File: src/rtl/pdp8_io_hub_pkg.sv
// Shared definitions for the PDP-8 I/O hub: word widths, DMA direction and
// the data-break arbiter state encoding.
package pdp8_io_pkg;

    localparam int PDP8_DW = 12;
    localparam int PDP8_AW = 15;

    typedef enum logic {
        DIR_READ  = 1'b0,
        DIR_WRITE = 1'b1
    } dma_dir_e;

    typedef enum logic {
        IDLE = 1'b0,
        BUSY = 1'b1
    } arb_state_e;

    // Slot index reached by stepping k places past v with wrap at n slots.
    function automatic int unsigned wrap_inc(input int unsigned v,
                                             input int unsigned k,
                                             input int unsigned n);
        return (v + k) % n;
    endfunction

endpackage

File: src/rtl/pdp8_io_hub_rr_arbiter.sv
// Combinational round-robin picker: first requester after 'last', scanning
// with wrap at NCHAN (which need not be a power of two).
module pdp8_rr_arbiter
    import pdp8_io_pkg::*;
#(
    parameter int NCHAN = 4,
    localparam int IW   = $clog2(NCHAN)
) (
    input  logic [NCHAN-1:0] req,
    input  logic [IW-1:0]    last,
    output logic [IW-1:0]    grant,
    output logic             valid
);

    always_comb begin
        int unsigned idx;
        idx   = 0;
        grant = '0;
        valid = 1'b0;
        for (int k = 1; k <= NCHAN; k++) begin
            idx = wrap_inc(32'(last), k, NCHAN);
            if (!valid && req[idx[IW-1:0]]) begin
                grant = idx[IW-1:0];
                valid = 1'b1;
            end
        end
    end

endmodule

File: src/rtl/pdp8_io_hub.sv
// I/O hub between the PDP-8 CPU and NCHAN device slots: IOT response mux,
// masked interrupt combine, and a round-robin data-break (DMA) arbiter.
module pdp8_io_hub
    import pdp8_io_pkg::*;
#(
    parameter int NCHAN = 4,
    parameter int DW    = PDP8_DW,
    parameter int AW    = PDP8_AW
) (
    input  logic                clk,
    input  logic                reset,
    input  logic [NCHAN-1:0]    int_enable,
    input  logic [NCHAN-1:0]    dev_selected,
    input  logic [NCHAN*DW-1:0] dev_data_out,
    input  logic [NCHAN-1:0]    dev_data_avail,
    input  logic [NCHAN-1:0]    dev_skip,
    input  logic [NCHAN-1:0]    dev_clear_ac,
    input  logic [NCHAN-1:0]    dev_interrupt,
    input  logic [NCHAN-1:0]    dev_ram_read_req,
    input  logic [NCHAN-1:0]    dev_ram_write_req,
    input  logic [NCHAN*AW-1:0] dev_ram_ma,
    input  logic [NCHAN*DW-1:0] dev_ram_out,
    output logic [NCHAN-1:0]    dev_ram_done,
    output logic [DW-1:0]       io_data_out,
    output logic                io_data_avail,
    output logic                io_skip,
    output logic                io_clear_ac,
    output logic                io_interrupt,
    output logic                io_select_error,
    output logic                io_ram_read_req,
    output logic                io_ram_write_req,
    output logic [AW-1:0]       io_ram_ma,
    output logic [DW-1:0]       io_ram_out,
    input  logic                io_ram_done
);

    localparam int IW = $clog2(NCHAN);

    // Data-break handshake: a slot holds its read/write request until it
    // sees its one-cycle dev_ram_done; the memory request is held from the
    // cycle after the grant until io_ram_done is seen.
    arb_state_e       state;
    logic [IW-1:0]    grant_q;
    logic [IW-1:0]    rr_last;
    dma_dir_e         dir_q;
    logic [AW-1:0]    ma_q;
    logic [DW-1:0]    wdata_q;

    logic [NCHAN-1:0] req;
    logic [IW-1:0]    pick;
    logic             pick_valid;
    logic             busy;
    logic             sel_found;

    assign req = dev_ram_read_req | dev_ram_write_req;

    pdp8_rr_arbiter #(.NCHAN(NCHAN)) u_arb (
        .req   (req),
        .last  (rr_last),
        .grant (pick),
        .valid (pick_valid)
    );

    always_ff @(posedge clk) begin
        if (reset) begin
            state           <= IDLE;
            grant_q         <= '0;
            rr_last         <= IW'(NCHAN - 1);
            dir_q           <= DIR_READ;
            ma_q            <= '0;
            wdata_q         <= '0;
            io_interrupt    <= 1'b0;
            io_select_error <= 1'b0;
        end else begin
            io_interrupt <= |(dev_interrupt & int_enable);
            if ($countones(dev_selected) > 1) begin
                io_select_error <= 1'b1;
            end
            case (state)
                IDLE: begin
                    if (pick_valid) begin
                        grant_q <= pick;
                        dir_q   <= dev_ram_read_req[pick] ? DIR_READ : DIR_WRITE;
                        ma_q    <= dev_ram_ma[int'(pick)*AW +: AW];
                        wdata_q <= dev_ram_out[int'(pick)*DW +: DW];
                        state   <= BUSY;
                    end
                end
                BUSY: begin
                    // The granted slot may drop its request; the latched transfer still finishes.
                    if (io_ram_done) begin
                        rr_last <= grant_q;
                        state   <= IDLE;
                    end
                end
                default: state <= IDLE;
            endcase
        end
    end

    assign busy             = (state == BUSY);
    assign io_ram_read_req  = busy && (dir_q == DIR_READ);
    assign io_ram_write_req = busy && (dir_q == DIR_WRITE);
    assign io_ram_ma        = ma_q;
    assign io_ram_out       = wdata_q;

    always_comb begin
        dev_ram_done = '0;
        if (busy && io_ram_done && !reset) begin
            dev_ram_done[grant_q] = 1'b1;
        end
    end

    // Lowest-index selected slot owns the IOT response.
    always_comb begin
        sel_found     = 1'b0;
        io_data_out   = '0;
        io_data_avail = 1'b0;
        io_skip       = 1'b0;
        io_clear_ac   = 1'b0;
        for (int i = 0; i < NCHAN; i++) begin
            if (!sel_found && dev_selected[i]) begin
                sel_found     = 1'b1;
                io_data_out   = dev_data_out[i*DW +: DW];
                io_data_avail = dev_data_avail[i];
                io_skip       = dev_skip[i];
                io_clear_ac   = dev_clear_ac[i];
            end
        end
    end

endmodule

File: config.mk
export PLATFORM = sky130hd
export DESIGN_NAME = pdp8_io_hub
export DESIGN_NICKNAME = d
export VERILOG_FILES = /design/src/rtl/pdp8_io_hub_pkg.sv /design/src/rtl/pdp8_io_hub_rr_arbiter.sv /design/src/rtl/pdp8_io_hub.sv
export SDC_FILE = /design/constraint.sdc
export NUM_CORES = 1
export LEC_CHECK = 0
export ABC_AREA = 1
export CORE_MARGIN = 5
export CORE_UTILIZATION = 35
export DETAILED_ROUTE_END_ITERATION = 8
export PLACE_DENSITY = 0.89
export REMOVE_ABC_BUFFERS = 1
export SETUP_SLACK_MARGIN = 0.2
export SLEW_MARGIN = 20
export SYNTH_ARGS = -nofsm -noshare
export SYNTH_HDL_FRONTEND = slang
export SYNTH_SLANG_ARGS = --single-unit
File: constraint.sdc
create_clock -name clk -period 2.2 [get_ports clk]
set_clock_uncertainty 0.15 [all_clocks]
set_input_delay 0.22 -clock clk [delete_from_list [all_inputs] [get_ports clk]]
set_output_delay 0.22 -clock clk [all_outputs]
set_load 0.05 [all_outputs]
* Word level (Yosys, flattened, before mapping)
Cells that the tools add are included. Widths: inputs -> output; s select.
Cells by class: $add $sub $neg 7, multipliers 2, $lt $le $gt $ge 8, shift operators 2, muxes and demuxes 44, bitwise logic cells 4, reductions and logical operators 21
Operators by type and width (count):
- $shiftx 60x7->15 | 1
- $mux 12 | 4
- $shiftx 48x7->12 | 1
- $mux 1 | 28
- $lt 2x3->1 const B | 6
- $logic_and 1x1->1 | 11
- $bmux 1 s2 | 5
- $mux 2 | 4
- $logic_not 1->1 | 7
- $mul 2x4->6 const B | 1
- $add 1x1->2 | 2
- $add 2x1->2 const B | 2
- $add 2x2->2 const B | 2
- $and 4x4->4 | 1
- $mul 2x2->4 const B | 1
- $mux 4 | 1
- $or 4x4->4 | 1
- $reduce_and 2->1 | 2
- $reduce_or 4->1 | 1
- $add 2x2->3 | 1
- $gt 3x1->1 const B | 1
- $demux 1 s2 | 1
- $ge 2x1->1 const B | 1
- $not 1->1 | 2
- $pmux 1 s2 | 1
Word-level totals: register bits after elaboration 35, bits of input ports 191

* Logic depth before layout (Yosys ltp)
Gate-level depths: netlist of the first run.
depth in word-level cells 16, depth in mapped cells 17

* Hierarchy
From an unflattened synthesis of the first run, not the netlist that was laid out.
Second synthesis, totals: cells, all modules 575, area, all modules 3106.7 µm²
Modules (own cells, without submodules):
- pdp8_io_hub | instances 1, cells each 523, area each 2835.2 µm², seq. area each 700.7 µm²
- pdp8_rr_arbiter | instances 1, cells each 52, area each 271.5 µm², seq. area each 0.0 µm²

* Worst setup path before layout of the first run
No wires, ideal clock.
path kind input -> output, start point input dev_selected[0], end point output io_data_out[10], data arrival time 2161 ps, required time 1830 ps, path slack -331 ps, cell stages on the path 8, cell sequence inv_1 -> ha_1 -> clkbuf_1 -> nor2_1 -> clkbuf_1 -> a22o_1 -> nand2_1 -> a31oi_1
Between the ends: longest elaborated chain between the ends 10, elaborated cells between the ends (all ways) 13
RTL lines:
- start: declaration | line pdp8_io_hub.sv:13 | input logic [NCHAN-1:0] dev_selected,
- $mux 1 | line pdp8_io_hub.sv:122 | if (!sel_found && dev_selected[i]) begin
- $logic_not 1->1 | line pdp8_io_hub.sv:122
- $logic_and 1x1->1 | line pdp8_io_hub.sv:122
- $mux 1 | line pdp8_io_hub.sv:122
- $logic_not 1->1 | line pdp8_io_hub.sv:122
- $logic_and 1x1->1 | line pdp8_io_hub.sv:122
- $mux 1 | line pdp8_io_hub.sv:122
- $logic_not 1->1 | line pdp8_io_hub.sv:122
- $logic_and 1x1->1 | line pdp8_io_hub.sv:122
- $mux 12 * | line pdp8_io_hub.sv:122
- end: declaration | line pdp8_io_hub.sv:24 | output logic [DW-1:0] io_data_out,
Every way passes the cells marked *; elsewhere a longest branch is shown, timed or not.

* Worst setup path after layout of the first run
start point input dev_ram_write_req[3], end point register ma_q[1] (netlist: io_ram_ma[1])
Between the ends: longest elaborated chain between the ends 15, elaborated cells between the ends (all ways) 26
RTL lines:
- start: declaration | line pdp8_io_hub.sv:20 | input logic [NCHAN-1:0] dev_ram_write_req,
- $or 4x4->4 * | line pdp8_io_hub.sv:55 | assign req = dev_ram_read_req | dev_ram_write_req;
- $bmux 1 s2 | line pdp8_io_hub_rr_arbiter.sv:22 | if (!valid && req[idx[IW-1:0]]) begin
- $mux 1 (implied by the code) | line pdp8_io_hub_rr_arbiter.sv:22
- $mux 1 | line pdp8_io_hub_rr_arbiter.sv:22
- $logic_not 1->1 | line pdp8_io_hub_rr_arbiter.sv:22
- $logic_and 1x1->1 | line pdp8_io_hub_rr_arbiter.sv:22
- $mux 1 | line pdp8_io_hub_rr_arbiter.sv:22
- $logic_not 1->1 | line pdp8_io_hub_rr_arbiter.sv:22
- $logic_and 1x1->1 | line pdp8_io_hub_rr_arbiter.sv:22
- $mux 1 | line pdp8_io_hub_rr_arbiter.sv:22
- $logic_not 1->1 | line pdp8_io_hub_rr_arbiter.sv:22
- $logic_and 1x1->1 | line pdp8_io_hub_rr_arbiter.sv:22
- $mux 2 | line pdp8_io_hub_rr_arbiter.sv:22
- $mul 2x4->6 | line pdp8_io_hub.sv:84 | ma_q <= dev_ram_ma[int'(pick)*AW +: AW];
- $shiftx 60x7->15 | line pdp8_io_hub.sv:84
- end signal: assignment | line pdp8_io_hub.sv:84
- end: declaration | line pdp8_io_hub.sv:46 | logic [AW-1:0] ma_q;
Every way passes the cells marked *; elsewhere a longest branch is shown, timed or not. The select of a mux whose other input is x is not followed. A chain may end at the register's enable or synchronous reset.

==> results of run 1 <==
## cells in the mapped netlist (all sizes together)
cell    instances  area, um^2
a211oi          1        7.51
nand3          78         425
o21ai           1        5.00
inv            60         233
nand3b         23         173
o211ai          4        35.0
nor2           68         279
a41oi           1        8.76
a31oi          16         100
fa              1        20.0
nand2         214         831
nor3            4        20.0
buf            21         166
ha              2        25.0
clkbuf         14        52.6
a21oi          17        88.8
dfxtp          35         701
a22o           15         131
## metrics by stage
stage	area, um^2	power, mW	util
floorplan	3080	1.86	-
global placement	6300	2.89	0.682
detailed placement	6300	2.91	0.682
CTS	6830	3.82	0.739
global route	7130	4.14	0.772
finish	7130	3.95	0.772
## power by group
group | internal (mW) | leakage [nW] | switching (mW)
Sequential | 0.725 | 0.291 | 0.0598
Clock | 0.452 | 0.0644 | 0.258
Combinational | 1.13 | 3.02 | 1.32
Total | 2.31 | 3.38 | 1.64
## worst max-delay path: stages
cell             delay, ps
clkdlybuf4s50_1        450
nor2_2                 200
nand2_2                100
nand2_1                 80
nand2_1                 60
nand2_1                110
nand2_2                110
nand2_4                100
nand2_2                 80
nand2_4                130
buf_6                  160
nand3b_1               110
nand3_1                120
nand3_1                 80
nand2_1                 60
inv_1                   30
## state kept, by name (all words and copies together), names as in the netlist
name and flops:
dir_q 1, busy 1, io_interrupt 1, grant_q 2, io_ram_out 12, io_ram_ma 15
rr_last 2, io_select_error 1
## per-layer routing
layer  vias up  routed length (um)  part of all wire
li1       2410                   -                 -
met1      2265                5380              0.33
met2       265                8570              0.53
met3        43                1790              0.11
met4         0                 502             0.031
met5         -                   0                 0
## kinds of logic after synthesis
logic type               synth area share
adder cells (fa/ha/maj)            0.0136
buffers and inverters               0.137
flip-flops                          0.212
AO/OA/AOI/OAI                       0.114
AND/OR/NAND/NOR                     0.523
## final cells by class
type / instances / share of cell area
Clock buffer: 5 / 0.00965
Clock inverter: 3 / 0.00947
Inverter: 60 / 0.0360
Multi-Input combinational cell: 448 / 0.360
Sequential cell: 35 / 0.0989
Tap cell: 129 / 0.0226
Timing Repair Buffer: 306 / 0.463
Timing Repair inverter: 1 / 0.00105
## repair_timing
item | 4_1_cts | 5_1_grt
pin swaps | 33 | 36
endpoints found under the setup margin | 44 | 46
gates resized for setup | 67 | 74
gates cloned | 9 | 1
buffers inserted | 6 | 2
## final timing paths
kind / end / slack (ps) / cells past startpoint
worst max-delay path: io_ram_ma[1] / 30 / 16
worst min-delay path: io_select_error / 240 / 3
worst max register to register: io_ram_ma[12] / 60 / 16
worst min register to register: grant_q[1] / 360 / 2
==> summary.md, run 1 <==
| Metric | Value |
|---|---|
| Most frequent cells in the layout | `211 x clkdlybuf4s50_1, 178 x nand2_1, 60 x nor2_1, 60 x nand3_1, 49 x inv_1` |
| PortBufs | `between 200 and 250` |
| Die footprint | `11,500 um^2` |
| Wire per inst | `16.5 um` |
| P&R area growth vs syn | `116%` |
| Register area | `706 um^2` |
| Setup_tns | `0 ps` |
| Synthesis Warnings | `0` |
| First-iteration detailed-routing DRC count | `244` |
| Fin cells | `987` |
| Clock sinks | `35` |
| Met2 Resource Use GR | `0.489` |
| Worst path arrival time | `around 2200 ps` |
| Num ports | `241` |
| Initial Utilization | `0.357` |
| Fillcell total | `643` |
| Die width | `107 um` |
| Final GP Congestion | `roughly 0.9` |
| Detailed-router iteration count before antenna repair | `4` |
| Vias per cell | `just over 5` |
| First-pass GRT wire length | `23,100 um` |
| Final count of negative-setup-slack endpoints | `0` |
| Worst setup path start | `dev_ram_write_req[3]` |
| Share of cells above drive strength 1 | `0.220` |
| Yosys cell types | `33` |
| RSZ-0062 raised after global routing | `true` |
| Pwr per Cell Area | `553 nW/um^2` |
| GR peak layer | `met2` |
| Largest net degree at the start of global routing | `26` |
| # nets final | `1,051` |
| Status | `finished clean` |
| Leakage power | `around 3.4 nW` |
| Hold_buf cts | `0` |
| Met1 Track Usage GR | `0.244` |
| Worst setup SP type | `input port` |
| M3 GR Usage | `0.0855` |
| Rel. slew slack | `0.623` |
| Antenna violations before repair | `0` |
| Clock transition at path regs | `70 ps` |
| Synth Cell Area | `3300 um^2` |
| Core area | `roughly 9000 um^2` |
| Area of the multi-input gates | `around 2600 um^2` |
| Yosys reg bits | `35` |
| Critical R2R Launch | `rr_last[0]` |
| Antenna cells | `0` |
| Worst-path fanout max | `11` |
| HPWL Detailed | `11,600 um` |
| Final WL | `around 16,000 um` |
| Clock latency on the worst-skew pair | `290 ps` |
| # DRC | `0` |
| Via count | `approximately 5,000` |
| Worst Setup Path Type | `in2reg` |
| CP Data Required Time | `2240 ps` |
| CTS Buf Count | `5` |
| Max Cap Viol | `0` |
| TritonCTS clock tree | `done` |
| FMAX | `460 MHz` |
| HP Start | `dev_selected[2]` |
| Final setup margin | `26.3 ps` |
| VDD IR-drop max | `0.000338 V` |
| Worst Max-Slew Pin Slew | `564 ps` |
| Crit end category | `flip-flop` |
| H-tree levels | `2` |
| Synth Instances | `575` |
| Pre-CTS setup slack | `-189 ps` |
| Row cnt | `35` |
| Commonest non-fill, non-tap cell in the layout | `clkdlybuf4s50_1` |
| Mean post-synth cell area | `between 5 and 6 um^2` |
| GRT Util Overall | `0.252` |
| Final cycle utilization of the critical path | `0.988` |
| Fin. Hold Viols | `0` |
| Global route overflow | `0` |
| CTS Root Cell | `clkbuf_8` |
| Clk buf depth | `2` |
| Vias in the first global route | `4,793` |
| Worst hold slack | `between 200 and 250 ps` |
| Sequential area share after synthesis | `0.212` |
| Final slew viol count | `0` |
| Cells after DPL | `961` |
| DRT antenna net count | `0` |
| Die height | `around 110 um` |
| Fin crit period | `2170 ps` |
| Type of the most critical hold path | `in2reg` |
No activity file was read; power rests on OpenSTA's default activity.
==> inputs of run 2 (changes only) <==
- TNS_END_PERCENT: default -> 100
==> results of run 2 <==
No change in the layout: final DEF, timing and power equal those of run 1.
==> inputs of run 3 (changes only) <==
==> constraint.sdc (replaced) <==
create_clock -name clk -period 2.2 [get_ports clk]
set_clock_uncertainty 0.15 [all_clocks]
set_input_delay 0.44 -clock clk [delete_from_list [all_inputs] [get_ports clk]]
set_output_delay 0.44 -clock clk [all_outputs]
set_load 0.05 [all_outputs]
==> summary.md, run 3 (synthesized netlist as in run 1, its figures left out) <==
| Metric | Value |
|---|---|
| Final WL | `roughly 24,000 um` |
| First-iteration detailed-routing DRC count | `about 450` |
| Slowest CP cell | `dfxtp_4` |
| Critical Path Stages | `17` |
| Via count | `5,799` |
| Worst setup SP type | `flip-flop` |
| DRT antenna net count | `0` |
| GRT Util Overall | `0.327` |
| Die footprint | `11,500 um^2` |
| TritonCTS clock tree | `done` |
| Max Cap Viol | `0` |
| Hold Crit Depth | `3` |
| Endpoint, Worst Hold | `io_select_error` |
| Share of cells above drive strength 1 | `0.358` |
| H-tree levels | `2` |
| Core area | `9240 um^2` |
| Clock latency on the worst-skew pair | `310 ps` |
| First-pass GRT wire length | `29,500 um` |
| Antenna cells | `0` |
| Most frequent cells in the layout | `176 x clkdlybuf4s50_1, 140 x nand2_1, 54 x buf_4` |
| Fin cells | `1,025` |
| Fin crit period | `between 2000 and 2500 ps` |
| R2R cell count | `17` |
| Die height | `107 um` |
| PortBufs | `240` |
| CP Data Required Time | `2260 ps` |
| RR Endpoint | `io_ram_ma[7]` |
| Rel. slew slack | `0.628` |
| CP top delay family | `simple AND/OR/NAND/NOR gates` |
| HP Start | `dev_selected[2]` |
| Hold_buf cts | `0` |
| Top Metal Used | `met4` |
| CP most frequent cell | `nand2_4` |
| Fin. Hold Viols | `0` |
| Final setup margin | `-228 ps` |
| Fillcell total | `350` |
| Failing checks | `negative setup slack` |
| Worst path bufs/invs | `5` |
| P&R area growth vs syn | `151%` |
| Vias in the first global route | `5,716` |
| # DRC | `0` |
| Row cnt | `35` |
| Status | `finished with violations` |
| HPWL Detailed | `11,800 um` |
| FMAX | `412 MHz` |
| Num ports | `241` |
| Design area | `8290 um^2` |
| Worst-path fanout max | `6` |
| Initial Utilization | `0.357` |
| Largest net degree at the start of global routing | `21` |
| Final cycle utilization of the critical path | `1.10` |
| Antenna violations before repair | `0` |
| Cells after DPL | `957` |
| Worst path arrival time | `about 2500 ps` |
| Critical R2R Launch | `rr_last[0]` |
| Clock sinks | `35` |
| Wire per inst | `23.1 um` |
| CTS Buf Count | `5` |
| FF-to-FF setup slack | `-230 ps` |
| Type of the most critical hold path | `in2reg` |
| # nets final | `1,089` |
| Register area | `just over 700 um^2` |
| CTS Root Cell | `clkbuf_8` |
| Final slew viol count | `0` |
| Worst Max-Slew Pin Slew | `561 ps` |
| Commonest non-fill, non-tap cell in the layout | `clkdlybuf4s50_1` |
| Final GP Congestion | `0.842` |
| Global route overflow | `0` |
| Clock transition at path regs | `100 ps` |
| Area of the multi-input gates | `3140 um^2` |
| VDD IR-drop max | `0.000418 V` |
| Met3 Wirelength | `2660 um` |
| Max stage delay on crit path | `roughly 370 ps` |
| Crit end category | `flip-flop` |
| Die width | `107 um` |
| CP cell instances | `buf_6 -> buf_16 -> nand2_4 -> nand2_2 -> nand2_2 -> nand2_2 -> nand2_4 -> nand2_4 -> nand2_4 -> nand3_4 -> buf_12 -> buf_12 -> inv_16 -> nand2_4 -> nand3_2 -> nand2_1 -> a21oi_1` |
| Vias per cell | `5.66` |
| Detailed-router iteration count before antenna repair | `6` |
| Max FFs per register | `15` |
| Pwr per Cell Area | `about 550 nW/um^2` |
| RSZ-0062 raised after global routing | `true` |
| Worst Setup Path Type | `reg2reg` |
| Routed met1 length | `7410 um` |
| Final count of negative-setup-slack endpoints | `32` |
| Clk buf depth | `2` |
| Leakage power | `3.86 nW` |
| Routed wl met2 | `11,800 um` |
| Placed cell areas | `6260 um^2` |
## run 3: cell type report
cell class,instances,share of cell area
repair buffers,342,0.468
multi-input cells,448,0.379
flip-flops and latches,35,0.0856
inverters,60,0.0338
well taps,129,0.0195
clock buffers,5,0.00830
repair inverters,3,0.00392
clock inverters,3,0.00241
## run 3: per-stage QoR
stage,hold slack (ps),setup slack (ps),setup TNS (ps),util,power [mW]
3_5_place_dp,341,-539,-20510,0.677,2.89
5_1_grt,292,-269,-4560,0.897,4.69
4_1_cts,377,15.0,0,0.835,4.06
6_report,284,-228,-2690,0.897,4.54
2_1_floorplan,314,-834,-20210,-,1.86
3_3_place_gp,339,-519,-18490,0.677,2.86
## run 3: what timing repair did
item                                    4_1_cts  5_1_grt
pin swaps                                    77       52
gates resized for setup                     247       99
gates cloned                                 18        2
setup buffers                                22       18
endpoints found under the setup margin       76       50
## run 3: power breakdown
part	total [mW]	internal [mW]	switching, mW
Combinational	3.23	1.50	1.73
Sequential	0.789	0.725	0.0646
Clock	0.515	0.221	0.294
## run 3: worst reg2reg max path, delay by kind of cell, from the launching register on
family | cells | cell delay, ps
simple gates | 11 | 890
buf+inv | 5 | 670
flops | 1 | 370
compound gates | 1 | 230
## run 3: layer usage
layer,vias to the layer above,global-route usage
met3,153,0.108
met5,-,0
li1,2489,-
met4,0,0.193
met1,2659,0.295
met2,498,0.624
## run 3: worst max path at each step
| stage | from | slack, ps | end |
|---|---|---|---|
| 3_3_place_gp | dev_selected[0] | -520 | io_data_out[6] |
| 3_5_place_dp | dev_selected[0] | -540 | io_data_out[6] |
| 6_report | rr_last[0] | -230 | io_ram_ma[7] |
| 4_1_cts | dev_selected[0] | 10 | io_data_out[7] |
| 2_1_floorplan | dev_selected[0] | -830 | io_clear_ac |
| 5_1_grt | rr_last[0] | -270 | io_ram_ma[4] |
